## src/rtl/alu_div_seq.sv

```systemverilog
// Sequential restoring divider for DIV/IDIV (64/32 -> 32q, 32r) with #DE fault detection.
// Define DIV_SIGNED_EN to build IDIV support; without it every request is unsigned.
module alu_div_seq (
  input  logic        clk,
  input  logic        rst_n,
  input  logic        req_valid,
  output logic        req_ready,
  input  logic        req_signed,
  input  logic [31:0] req_dvd_hi,
  input  logic [31:0] req_dvd_lo,
  input  logic [31:0] req_dvs,
  input  logic        flush,
  output logic        out_valid,
  input  logic        out_ready,
  output logic [31:0] out_quot,
  output logic [31:0] out_rem,
  output logic        out_fault,
  output logic        busy
);

  localparam int DATA_W = 32;

  typedef enum logic [2:0] {S_IDLE, S_PREP, S_RUN, S_FIX, S_DONE} state_t;

  state_t state, state_nxt;

  logic [DATA_W-1:0] dvd_hi_r, dvd_lo_r, dvs_r;
  logic [DATA_W-1:0] rem_r, dq_r;
  logic [4:0]        cnt_r;

  logic [2*DATA_W-1:0] mag_dvd;
  logic [DATA_W-1:0]   mag_dvs;
  logic                prep_fault;
  logic [DATA_W:0]     trial;
  logic [DATA_W-1:0]   fix_quot, fix_rem;
  logic                fix_ovf;

`ifdef DIV_SIGNED_EN
  logic sgn_r, neg_q_r, neg_r_r;

  function automatic logic [DATA_W-1:0] neg_w(input logic [DATA_W-1:0] v);
    return ~v + 1'b1;
  endfunction

  function automatic logic [2*DATA_W-1:0] abs_dw(input logic [2*DATA_W-1:0] v);
    return v[2*DATA_W-1] ? (~v + 1'b1) : v;
  endfunction

  // Signed quotient range is [-2^31, 2^31-1]; check the magnitude before negation.
  function automatic logic quot_ovf(input logic [DATA_W-1:0] q, input logic neg);
    return neg ? (q > 32'h8000_0000) : (q > 32'h7FFF_FFFF);
  endfunction

  always_comb begin
    if (sgn_r) begin
      mag_dvd = abs_dw({dvd_hi_r, dvd_lo_r});
      mag_dvs = dvs_r[DATA_W-1] ? neg_w(dvs_r) : dvs_r;
    end else begin
      mag_dvd = {dvd_hi_r, dvd_lo_r};
      mag_dvs = dvs_r;
    end
  end

  always_comb begin
    fix_ovf  = sgn_r & quot_ovf(dq_r, neg_q_r);
    fix_quot = neg_q_r ? neg_w(dq_r) : dq_r;
    fix_rem  = neg_r_r ? neg_w(rem_r) : rem_r;
  end

  always_ff @(posedge clk) begin
    if (state == S_IDLE && req_valid && !flush)
      sgn_r <= req_signed;
    if (state == S_PREP) begin
      neg_q_r <= sgn_r & (dvd_hi_r[DATA_W-1] ^ dvs_r[DATA_W-1]);
      neg_r_r <= sgn_r & dvd_hi_r[DATA_W-1];
    end
  end
`else
  logic unused_signed;
  assign unused_signed = req_signed;

  always_comb begin
    mag_dvd  = {dvd_hi_r, dvd_lo_r};
    mag_dvs  = dvs_r;
    fix_ovf  = 1'b0;
    fix_quot = dq_r;
    fix_rem  = rem_r;
  end
`endif

  // Zero divisor, or a high half that already exceeds the divisor, cannot yield a 32-bit quotient.
  assign prep_fault = (mag_dvs == '0) | (mag_dvd[2*DATA_W-1:DATA_W] >= mag_dvs);
  assign trial      = {rem_r, dq_r[DATA_W-1]} - {1'b0, dvs_r};

  always_ff @(posedge clk or negedge rst_n) begin
    if (!rst_n) state <= S_IDLE;
    else        state <= state_nxt;
  end

  always_comb begin
    state_nxt = state;
    if (flush) begin
      state_nxt = S_IDLE;
    end else begin
      case (state)
        S_IDLE:  if (req_valid) state_nxt = S_PREP;
        S_PREP:  state_nxt = prep_fault ? S_DONE : S_RUN;
        S_RUN:   if (cnt_r == 5'd0) state_nxt = S_FIX;
        S_FIX:   state_nxt = S_DONE;
        S_DONE:  if (out_ready) state_nxt = S_IDLE;
        default: state_nxt = S_IDLE;
      endcase
    end
  end

  always_comb begin
    req_ready = (state == S_IDLE);
    busy      = (state != S_IDLE);
    out_valid = (state == S_DONE);
  end

  // dq_r shifts dividend bits out of the top while quotient bits enter at the bottom.
  always_ff @(posedge clk) begin
    case (state)
      S_IDLE: begin
        if (req_valid && !flush) begin
          dvd_hi_r <= req_dvd_hi;
          dvd_lo_r <= req_dvd_lo;
          dvs_r    <= req_dvs;
        end
      end
      S_PREP: begin
        rem_r <= mag_dvd[2*DATA_W-1:DATA_W];
        dq_r  <= mag_dvd[DATA_W-1:0];
        dvs_r <= mag_dvs;
        cnt_r <= 5'd31;
      end
      S_RUN: begin
        rem_r <= trial[DATA_W] ? {rem_r[DATA_W-2:0], dq_r[DATA_W-1]} : trial[DATA_W-1:0];
        dq_r  <= {dq_r[DATA_W-2:0], ~trial[DATA_W]};
        cnt_r <= cnt_r - 5'd1;
      end
      default: ;
    endcase
  end

  always_ff @(posedge clk or negedge rst_n) begin
    if (!rst_n) begin
      out_quot  <= '0;
      out_rem   <= '0;
      out_fault <= 1'b0;
    end else if (flush) begin
      out_fault <= 1'b0;
    end else begin
      case (state)
        S_PREP: begin
          if (prep_fault) begin
            out_quot  <= '0;
            out_rem   <= '0;
            out_fault <= 1'b1;
          end
        end
        S_FIX: begin
          out_quot  <= fix_ovf ? '0 : fix_quot;
          out_rem   <= fix_ovf ? '0 : fix_rem;
          out_fault <= fix_ovf;
        end
        S_DONE: if (out_ready) out_fault <= 1'b0;
        default: ;
      endcase
    end
  end

endmodule

```

## config.mk

```make
export PLATFORM = sky130hd
export DESIGN_NAME = alu_div_seq
export DESIGN_NICKNAME = d
export VERILOG_FILES = /design/src/rtl/alu_div_seq.sv
export SDC_FILE = /design/constraint.sdc
export NUM_CORES = 1
export LEC_CHECK = 0
export CORE_AREA = 2 2 219 156
export CTS_CLUSTER_DIAMETER = 30
export DETAILED_ROUTE_END_ITERATION = 10
export DIE_AREA = 0 0 221 158
export PLACE_DENSITY = 0.6
export REMOVE_ABC_BUFFERS = 1
export SLEW_MARGIN = 10
export SYNTH_ARGS = -nofsm -noshare
export SYNTH_HDL_FRONTEND = slang
export SYNTH_SLANG_ARGS = --single-unit
```

## constraint.sdc

```tcl
create_clock -name clk -period 8.6 [get_ports clk]
set_input_delay 1.72 -clock clk [delete_from_list [all_inputs] [get_ports clk]]
set_output_delay 1.72 -clock clk [all_outputs]
set_load 0.02 [all_outputs]
```

# After elaboration in Yosys (flattened, before gate mapping)
# Cells that the tools add are included.
# word_totals
regBits,233
word_cells,55
inputBits,102
# op_classes
magnitude_cmp,1
reduce_logical,13
bitwise_logic,3
n_addsub,2
muxes,17
n_eq_ne,9
# op_table
op,count
$pmux W32 S2,4
$mux W32,2
$sub A33 B32 Y33,1
$ge A32 B32 Y1,1
$logic_not A32 Y1,1
$mux W3,5
$pmux W3 S5,1
$pmux W5 S2,1
$reduce_and A3 Y1,3
$eq A3 B2 Y1 const B,2
$ne A3 B2 Y1 const B,2
$ne A3 B3 Y1 const B,2
$logic_not A5 Y1,1
$sub A5 B1 Y5 const B,1
$reduce_bool A2 Y1,2
$reduce_bool A4 Y1,1
$eq A3 B1 Y1 const B,1
$eq A3 B3 Y1 const B,1
$logic_not A3 Y1,1
$mux W1,3
$pmux W1 S3,1
$reduce_bool A3 Y1,1
$ne A2 B2 Y1 const B,1
$not A1 Y1,2
4 further kinds,4

# Depth between registers and ports, before layout
# depth
depth_word,5
depth_mapped,13
ltp_nobuf,12

# Worst setup path after synthesis
# Ideal clock, no wire load.
# synth_path
kind,input to register
startpoint,in flush
endpoint,reg dvd_hi_r[0] (enable)
stages,1
required_time_ns,7.912
setup_slack_ns,-0.739
arrival_ns,8.651
path_cell_list,nor3b_1
# synth_between
elab_chain_len,3
# synth_lines
item,line,text
from (decl),12,"input logic flush,"
$logic_not A1 Y1,126,if (req_valid && !flush) begin
$logic_and A1 B1 Y1,126,
$reduce_and A2 Y1 (no source line),n/a,
to (signal assigned),127,dvd_hi_r <= req_dvd_hi;
to (decl),27,"logic [DATA_W-1:0] dvd_hi_r, dvd_lo_r, dvs_r;"
# Every way passes these cells.
# A chain may end at the register's enable or synchronous reset.

# Final worst setup path
# layout_path
startpoint,reg state[2]
endpoint,out req_ready
# layout_between
elab_chain_len,1
# layout_lines
item,line,text
from (decl),25,"state_t state, state_nxt;"
from (signal assigned),97,else state <= state_nxt;
$logic_not A3 Y1,117,req_ready = (state == S_IDLE);
to (decl),7,"output logic req_ready,"
# Every way passes these cells.

==> flow_summary.ini <==
[finish]
layout_common_cells = clkdlybuf4s50_1, nand2_1, edfxtp_1
final_nets = 1305
syn2layout_area_growth_pct = 32.07
final_common_cell = clkdlybuf4s50_1
drive_gt1_share_pct = 8.874
postLayoutCoreUtil_pct = 45.61

[pwr]
p_per_area_mw_per_mm2 = 257.2
cellLeakagePower_nw = 6.224
ir_drop_mv = 0.1379

[synth]
syn_area_mm2 = 0.01140
ys_ff_latch = 233
dominantRegCellSynth = edfxtp_1
avgSynthCellArea_um2 = 11.88
yosysUniqueCellTypes = 68
ys_seq_area_share_pct = 58.40
synth-edff-count = 165
syn_inst = 959
synthArstFlopShare_pct = 29.18
yosys_warnings = 0

[timing]
rsz0062_at_grt = false
setup_viol = 0
tightest_slew_ns = 1.098
final_max_slew_viol_count = 0
hold_viol = 0
fin_skew_ns = 0.01987
fmax_ghz = 0.2558
slew_headroom_pct = 26.81
period_minus_slack_ns = 3.909
finalSetupTns_ns = 0
finalCritPeriodShare_pct = 45.45

[worst_setup_path]
crit_path_end_kind = primary output
crit_required_ns = 6.88
start_kind = flip-flop
criticalPathCategory = reg2out
critPathMaxStageDelay_ns = 0.59
path_max_fanout = 9
slowest_stage = clkdlybuf4s50_1
critPathTopFamily = buffers and inverters
crit_buf_inv = 2
crit_chain = or3_1, inv_1, clkdlybuf4s50_1
worstPathArrival_ns = 2.19

[floorplan]
die_y_um = 158
die_area_mm2 = 0.03492
core_area_mm2 = 0.03300
ioPinCount = 170
start_util_pct = 34.54
rows = 56
die_w_um = 221

[cts]
cts-htree-levels = 2
cts_tree = yes
cts_hold_buf = 0
clockBufferDepth = 3
cts_setup_buffers = 0
numCtsBuffers = 46
insertion_delay_ns = 0.54
cts_sinks = 233
cts_root_buffer = clkbuf_16
clk_pin_slew_worst_paths_ns = 0.05
post_cts_resized = 0

[grt]
grt_pass1_vias = 8167
grt.overflow.total = 0
antenna_found_initial = 2
grt_pass1_wl_mm = 46.31
grt.total_usage_pct = 17.02
grt_max_degree = 93

[drt]
wire_per_inst_um = 18.37
drt_wl_total_mm = 29.57
drt_iter0_markers = 563
dr.pass1.iters = 5
viasPerCell = 5.028
vias = 8090
drc = 0
final_antenna_net_count = 0

[job]
max-cap-violations = 0

[placed_design]
dpl.hpwl_mm = 19.83
gp_congestion = 0.8781
io_buffers = 168

[status]
outcome = completed

[hold_path]
hold_path_class = reg2reg
per-stage QoR:
| step | power (mW) | hold WS, ns | cells | setup slack (ns) | cell area [um^2] |
|---|---|---|---|---|---|
| after floorplan | 1.822 | 0.4756 | 914 | -0.7392 | 11170 |
| after global placement | 2.079 | 0.4809 | 1524 | 4.454 | 13470 |
| after detailed placement | 2.088 | 0.4856 | 1524 | 4.425 | 13470 |
| after CTS | 3.917 | 0.4975 | 1607 | 4.671 | 15050 |
| after global routing | 4.043 | 0.5150 | 1607 | 4.608 | 15050 |
| final | 3.871 | 0.4950 | 1609 | 4.691 | 15050 |
cell families after synthesis:
family | after synthesis | synth area share (%)
xor gates and xnor gates | 31 | 2.547
muxes | 30 | 2.690
and+or+nand+nor | 271 | 10.78
adders and majority gates | 66 | 7.311
buffers and inverters | 94 | 3.645
AOI/OAI and AO/OA | 234 | 14.62
DFF | 233 | 58.40
Yosys cell counts (3+ instances only):
cell type | n | area, um^2
a211oi_1 | 5 | 37.54
nor3_1 | 6 | 30.03
nor2b_1 | 8 | 50.05
or3_1 | 3 | 18.77
and2_1 | 4 | 25.02
nand4_1 | 14 | 87.58
nand3_1 | 9 | 45.04
nand2b_1 | 8 | 50.05
nor4_1 | 11 | 68.82
xor2_1 | 7 | 61.31
o21bai_1 | 3 | 22.52
edfxtp_1 | 165 | 4955
a21boi_0 | 3 | 22.52
mux2i_1 | 28 | 280.3
nand3b_1 | 3 | 22.52
dfrtp_1 | 68 | 1702
o21ai_1 | 31 | 155.2
a21o_1 | 23 | 172.7
buf_4 | 6 | 45.04
o211ai_1 | 4 | 30.03
o22ai_1 | 3 | 18.77
a21oi_1 | 47 | 235.2
o21ai_0 | 15 | 75.07
inv_1 | 49 | 183.9
buf_2 | 10 | 50.05
a31oi_1 | 5 | 31.28
xnor2_1 | 23 | 201.4
a41oi_1 | 3 | 26.28
ha_1 | 65 | 813.3
nor2_1 | 28 | 105.1
a22o_1 | 64 | 560.5
clkbuf_1 | 25 | 93.84
nand2_1 | 166 | 623.1
buf_6 | 3 | 33.78
o21a_1 | 4 | 30.03
layout make-up:
type,count,area [um^2]
Antenna cell,2,5.005
Clock buffer,59,1271
Clock inverter,24,307.8
Fill cell,3009,17950
Inverter,49,183.9
Multi-Input combinational cell,632,4352
Sequential cell,233,6656
Tap cell,435,544.3
Timing Repair Buffer,175,1732
sequential cells by signal, summed over array words and instances, names as in the netlist:
register,count
fix_rem,32
dq_r,32
out_quot,32
out_fault,1
dvs_r,32
cnt_r,5
dvd_hi_r,32
out_rem,32
dvd_lo_r,32
state,3
routing by layer:
metal	share of wire, %	vias up	global-route usage, %
met5	0	-	0
met1	49	3908	25.11
met3	7.3	47	4.621
met2	41	234	23.99
li1	-	3901	-
met4	2.3	0	5.465
report_power, final:
group | switching, mW | internal, mW | total, mW
clock | 0.580 | 1.22 | 1.80
sequential | 0.0691 | 1.33 | 1.40
combinational | 0.364 | 0.304 | 0.668
total | 1.01 | 2.86 | 3.87
final timing paths:
path / slack [ns] / from / endpoint / depth (start not counted)
max: 4.69 / state[2]$_DFFE_PN0P_ / req_ready / 3
min: 0.49 / out_quot[29]$_DFFE_PN0P_ / out_quot[29]$_DFFE_PN0P_ / 1
max reg2reg: 5.11 / dvs_r[0]$_DFFE_PP_ / fix_rem[0]$_DFFE_PP_ / 12
min reg2reg: 0.49 / out_quot[29]$_DFFE_PN0P_ / out_quot[29]$_DFFE_PN0P_ / 1
max in group asynchronous: 6.54 / rst_n / out_rem[0]$_DFFE_PN0P_ / 1
min in group asynchronous: 1.35 / rst_n / out_rem[17]$_DFFE_PN0P_ / 1
(Power assumes the default switching activity.)
